`config.mk`:
```
export PLATFORM = sky130hd
export DESIGN_NAME = mem_dbus_ctrl
export DESIGN_NICKNAME = d
export VERILOG_FILES = /design/src/rtl/mem_dbus_ctrl_pkg.sv /design/src/rtl/mem_store_align.sv /design/src/rtl/mem_dbus_ctrl.sv
export SDC_FILE = /design/constraint.sdc
export NUM_CORES = 1
export LEC_CHECK = 0
export CAP_MARGIN = 20
export CORE_ASPECT_RATIO = 0.5
export CORE_MARGIN = 10
export CORE_UTILIZATION = 31
export DETAILED_ROUTE_END_ITERATION = 8
export PLACE_DENSITY = 0.86
export SYNTH_ARGS = -nofsm -noshare
export SYNTH_HDL_FRONTEND = slang
export SYNTH_SLANG_ARGS = --single-unit
```
`constraint.sdc`:
```
create_clock -name clk -period 1.8 [get_ports clk]
set_input_delay 0.27 -clock clk [delete_from_list [all_inputs] [get_ports clk]]
set_output_delay 0.27 -clock clk [all_outputs]
set_load 0.01 [all_outputs]
```
`src/rtl/mem_dbus_ctrl_pkg.sv`:
```
// Shared definitions for the MEM-stage data-bus controller: bus widths,
// byte-lane enable width and the controller state encoding.
package mem_dbus_ctrl_pkg;

  localparam int BUS_ADDR_W = 32;
  localparam int BUS_DATA_W = 32;
  localparam int MEM_SEL_W  = 4;

  // Controller states. A 3-bit register is used so CANCEL fits alongside
  // the four primary handshake states.
  typedef enum logic [2:0] {
    MDC_IDLE   = 3'd0,
    MDC_REQ    = 3'd1,
    MDC_DATA   = 3'd2,
    MDC_DONE   = 3'd3,
    MDC_CANCEL = 3'd4
  } mdc_state_e;

endpackage

```
`src/rtl/mem_store_align.sv`:
```
// Store-data lane alignment: shifts right-justified store data up to the
// byte lane selected by the low address bits.
module mem_store_align
  import mem_dbus_ctrl_pkg::*;
#(
  parameter int DATA_WIDTH = BUS_DATA_W
) (
  input  logic [1:0]            byte_off,
  input  logic [DATA_WIDTH-1:0] data_in,
  output logic [DATA_WIDTH-1:0] data_out
);

  // Shift by whole bytes: offset 0..3 moves the data by 0..24 bits.
  always_comb begin
    data_out = data_in << {byte_off, 3'b000};
  end

endmodule

```
`src/rtl/mem_dbus_ctrl.sv`:
```
// MEM-stage data-memory access controller. Converts a load/store from
// EX/MEM into an address-phase / data-phase handshake on the data bus,
// stalls the pipeline until the access completes, and presents the raw
// read word to the MEM/WB register.
module mem_dbus_ctrl
  import mem_dbus_ctrl_pkg::*;
#(
  parameter int ADDR_WIDTH = BUS_ADDR_W,
  parameter int DATA_WIDTH = BUS_DATA_W
) (
  input  logic                  clk,
  input  logic                  rst,
  input  logic                  stall_current_stage,
  input  logic                  flush,
  input  logic                  mem_read_flag_in,
  input  logic                  mem_write_flag_in,
  input  logic [MEM_SEL_W-1:0]  mem_sel_in,
  input  logic [ADDR_WIDTH-1:0] address_in,
  input  logic [DATA_WIDTH-1:0] write_data_in,
  output logic                  data_req,
  output logic                  data_wr,
  output logic [MEM_SEL_W-1:0]  data_be,
  output logic [ADDR_WIDTH-1:0] data_addr,
  output logic [DATA_WIDTH-1:0] data_wdata,
  input  logic                  data_addr_ok,
  input  logic                  data_data_ok,
  input  logic [DATA_WIDTH-1:0] data_rdata,
  output logic [DATA_WIDTH-1:0] ram_read_data_out,
  output logic                  stall_request
);

  mdc_state_e            state_q, state_d;
  logic [DATA_WIDTH-1:0] rdata_q, rdata_d;
  logic [DATA_WIDTH-1:0] wdata_aligned;
  logic                  access;
  logic                  data_done;

  assign access    = mem_read_flag_in | mem_write_flag_in;
  // Read data is valid only when the data phase completes in DATA; a
  // data_ok seen in CANCEL belongs to a killed access.
  assign data_done = (state_q == MDC_DATA) & data_data_ok;

  mem_store_align #(
    .DATA_WIDTH (DATA_WIDTH)
  ) u_store_align (
    .byte_off (address_in[1:0]),
    .data_in  (write_data_in),
    .data_out (wdata_aligned)
  );

  // State and captured read word; both cleared asynchronously so a bus
  // response arriving during reset is dropped.
  always_ff @(posedge clk or negedge rst) begin
    if (!rst) begin
      state_q <= MDC_IDLE;
      rdata_q <= '0;
    end else begin
      state_q <= state_d;
      rdata_q <= rdata_d;
    end
  end

  // Next-state logic for the two-phase handshake, including flush
  // handling before and after the address phase is accepted.
  always_comb begin
    state_d = state_q;
    rdata_d = rdata_q;
    unique case (state_q)
      MDC_IDLE: begin
        if (access && !flush) begin
          state_d = data_addr_ok ? MDC_DATA : MDC_REQ;
        end
      end
      MDC_REQ: begin
        // Flush before acceptance withdraws the request; nothing is in flight.
        if (flush) begin
          state_d = MDC_IDLE;
        end else if (data_addr_ok) begin
          state_d = MDC_DATA;
        end
      end
      MDC_DATA: begin
        if (data_data_ok) begin
          if (flush) begin
            state_d = MDC_IDLE;
          end else begin
            rdata_d = data_rdata;
            state_d = stall_current_stage ? MDC_DONE : MDC_IDLE;
          end
        end else if (flush) begin
          // Access already accepted by the bus: wait out its data_ok.
          state_d = MDC_CANCEL;
        end
      end
      MDC_DONE: begin
        if (!stall_current_stage) begin
          state_d = MDC_IDLE;
        end
      end
      MDC_CANCEL: begin
        if (data_data_ok) begin
          state_d = MDC_IDLE;
        end
      end
      default: begin
        state_d = MDC_IDLE;
      end
    endcase
  end

  // Bus and pipeline-control outputs; everything is forced low while
  // reset is asserted so the request drops without waiting for a clock.
  always_comb begin
    logic req;
    logic stall;
    req   = 1'b0;
    stall = 1'b0;
    unique case (state_q)
      MDC_IDLE: begin
        req   = access & ~flush;
        stall = access & ~flush;
      end
      MDC_REQ: begin
        req   = ~flush;
        stall = access & ~flush;
      end
      MDC_DATA: begin
        stall = access & ~flush & ~data_data_ok;
      end
      MDC_DONE: begin
        stall = 1'b0;
      end
      MDC_CANCEL: begin
        // A new access must wait until the stale response has drained.
        stall = access;
      end
      default: begin
        req   = 1'b0;
        stall = 1'b0;
      end
    endcase

    data_req          = req & rst;
    stall_request     = stall & rst;
    data_wr           = mem_write_flag_in & rst;
    data_be           = rst ? mem_sel_in : '0;
    data_addr         = rst ? {address_in[ADDR_WIDTH-1:2], 2'b00} : '0;
    data_wdata        = rst ? wdata_aligned : '0;
    ram_read_data_out = data_done ? data_rdata : rdata_q;
  end

endmodule

```
==> results_dict.tcl <==
set metrics [dict create \
    chipWidth_um 153.2 \
    antenna_found_initial 1 \
    remaining_number_of_nets_flagged_by_the_antenna_check_after_routing 0 \
    cpPeakStageDelay_ns 0.41 \
    synth_flop_cell "sky130_fd_sc_hd__dfrtp_1" \
    syn_to_final_growth_pct 114.4 \
    worstPathCellList "nor4bb_4 > buf_4 > buf_6 > buf_12 > mux2_4 > buf_6" \
    syn_avg_cell_area_um2 10.01 \
    n_fill_cell 663 \
    finalSetupTns_ns -17.13 \
    ys_seq_area_share_pct 31.83 \
    dp.final_hpwl_um 8989 \
    number_of_different_library_cells_in_the_post_synthesis_netlist 30 \
    detailedRoute.firstPassIterationCount 4 \
    max_freq_mhz 464.9 \
    fin_nets 630 \
    total_wirelength_um 12600 \
    layout-drive-gt1-share_pct 35.37 \
    cts_max_level 2 \
    avgViaCountPerCell 4.621 \
    synth_top_area_share_pct 31.83 \
    cts.reportedPaths.clkPinSlew_ns 0.06 \
    p_total_mw 6.457 \
    grt_pass1_vias 3256 \
    synth_enable_flop_cells 0 \
    final.setup.worst_slack_ns -0.3510 \
    vdd.ir_drop.worst_mv 0.9051 \
    violations "negative setup slack" \
    placedCellCount 608 \
    cp.required_ns 1.53 \
    arrival_time_of_the_worst_setup_path_ns 1.88 \
    timing.setup.critical_path_class "reg2out" \
    cp-end-kind "output port" \
    routed-via-count 2962 \
    ys_seq_elements 35 \
    grt_first_pass_wirelength_um 19080 \
    clock_insertion_delay_worst_skew_ns 0.27 \
    power.static_leakage_nw 2.834 \
    timing.final.max_slew_violations 0 \
    coreArea_um2 8678 \
    post_synthesis_cell_area_um2 2751 \
    wire_per_inst_um 19.65 \
    starting_density_of_the_core_pct 31.70 \
    global_route.usage.total_pct 17.41 \
    tritoncts "yes" \
    netlist_instances 275 \
    critPathMostFrequentCell "sky130_fd_sc_hd__buf_6" \
    cts_max_path_buffers 2 \
    cts.sink_count 35 \
    final-hold-violation-count 0 \
    path_max_fanout 8 \
    dp_worst_setup_slack_ns -0.6482 \
    hp-class "in2async" \
    detail_route.iter0.violations 153 \
    gr-total-overflow 0 \
    p_per_area_nw_per_um2 1095 \
    finish.utilization_pct 67.96 \
    finished_layout_cell_area_um2 5898 \
    setup.worst_path.start_class "register" \
    die-height_um 86.62 \
    skew_ns 0.004925 \
    final_min_period_over_clock_period_pct 119.5 \
    timing.hold.ws_ns 0.02493 \
    synth.yosys.warnings 0 \
    finish.cell_count_without_fillers 641 \
    drcViolationCount 0 \
    post-synth-top-area-cell "sky130_fd_sc_hd__dfrtp_1" \
    most_used_standard_cell_by_instance_count_after_synthesis "sky130_fd_sc_hd__and2_1" \
    synth_commonest_cells "sky130_fd_sc_hd__and2_1 (52), sky130_fd_sc_hd__mux2_2 (44), sky130_fd_sc_hd__dfrtp_1 (35)" \
    num_io_pins 211 \
    status "finished, violations left" \
    port_buffers 208 \
    cap_viol_max_count 0 \
    placedInstanceArea_um2 5137 \
    dieArea_um2 13270 \
    rsz0062_at_grt "yes" \
    setup-violations-final 67 \
    critical_path.slowest_cell "sky130_fd_sc_hd__dfrtp_1" \
    fp-row-count 24 \
    pin_count_of_the_biggest_net_entering_global_routing 33 \
    fin_crit_ns 2.151 \
    cts_made_buffers 5 \
    postSynth.asyncResetShare_pct 100.0 \
    routabilityCongestion 0.7937 \
    clock-root-buffer "sky130_fd_sc_hd__clkbuf_16" \
    post_synth_main_area_contributors "sky130_fd_sc_hd__dfrtp_1 (32%), sky130_fd_sc_hd__mux2_2 (18%), sky130_fd_sc_hd__mux2_1 (12%), sky130_fd_sc_hd__and2_1 (12%), sky130_fd_sc_hd__mux2i_1 (5.8%)" \
]
## power breakdown
part / switching, mW / total [mW] / internal (mW)
Sequential: 0.247 / 1.43 / 1.18
Combinational: 1.41 / 4.12 / 2.72
Clock: 0.320 / 0.908 / 0.588
Total: 1.97 / 6.46 / 4.48
## placed cells by master (no fill, tap or decap), types with 5 or more instances in the layout
cell,instances
sky130_fd_sc_hd__clkdlybuf4s50_1,133
sky130_fd_sc_hd__mux2_4,63
sky130_fd_sc_hd__and2_1,52
sky130_fd_sc_hd__buf_4,37
sky130_fd_sc_hd__buf_6,37
sky130_fd_sc_hd__dfrtp_1,35
sky130_fd_sc_hd__dlygate4sd2_1,30
sky130_fd_sc_hd__nand2_1,17
sky130_fd_sc_hd__mux2i_1,14
sky130_fd_sc_hd__nor2_1,14
sky130_fd_sc_hd__mux2_2,11
sky130_fd_sc_hd__o21ai_0,9
sky130_fd_sc_hd__o211a_1,8
sky130_fd_sc_hd__buf_2,7
sky130_fd_sc_hd__clkbuf_16,6
sky130_fd_sc_hd__buf_12,6
sky130_fd_sc_hd__dlymetal6s2s_1,5
## flip-flops by register name, summed over array words and instances (netlist names)
name / count
rdata_q: 32
state_q: 3
## what timing repair did
action / in CTS / in global routing
cloned: 6 / 1
gates resized for setup: 290 / 26
endpoints found under the hold margin: 1 / 2
pin swaps: 4 / 6
endpoints found under the setup margin: 98 / 81
hold buffers: 1 / 1
buffers inserted: 13 / 3
## per-layer routing
metal	global-route usage, %	wire [um]	vias to the layer above
met4	2.324	63	0
met2	34.22	6914	77
met5	0	0	-
met1	19.18	4957	1430
li1	-	-	1449
met3	4.053	660	6
## critical path: cells and delay by family (launching register included)
kind	cells	cell delay, ns
buffers and inverters	4	0.55
multiplexers	1	0.31
AND/OR/NAND/NOR	1	0.33
flip-flops	1	0.41
## final timing paths
check                                 from                     to  slack, ns  depth (start not counted)
worst max-delay path            state_q[2]  ram_read_data_out[26]      -0.35                          6
worst min-delay path                   rst            rdata_q[30]       0.02                          2
worst max register to register  state_q[2]             rdata_q[5]      -0.28                          8
worst min register to register  rdata_q[9]             rdata_q[9]       0.51                          1
max in group asynchronous              rst             rdata_q[9]       1.07                          3
min in group clk                rdata_q[9]             rdata_q[9]       0.51                          1
## area by class of cell
type / instances / area [um2] / area share, %
inverters: 1 / 3.754 / 0.06364
clock buffers: 7 / 152.6 / 2.588
flip-flops and latches: 35 / 875.8 / 14.85
clock inverters: 1 / 7.507 / 0.1273
multi-input cells: 213 / 2011 / 34.09
diodes: 1 / 2.502 / 0.04243
repair buffers: 266 / 2699 / 45.76
well taps: 117 / 146.4 / 2.482
## cells by family after synthesis
group	after synthesis	synth area share (%)
other	1	0.1363
AND/OR/NAND/NOR	95	19.01
buffers and inverters	28	6.002
AO/OA/AOI/OAI	26	6.913
flip-flops	35	31.83
multiplexers	90	36.11
No activity file was read; power rests on OpenSTA's default activity.
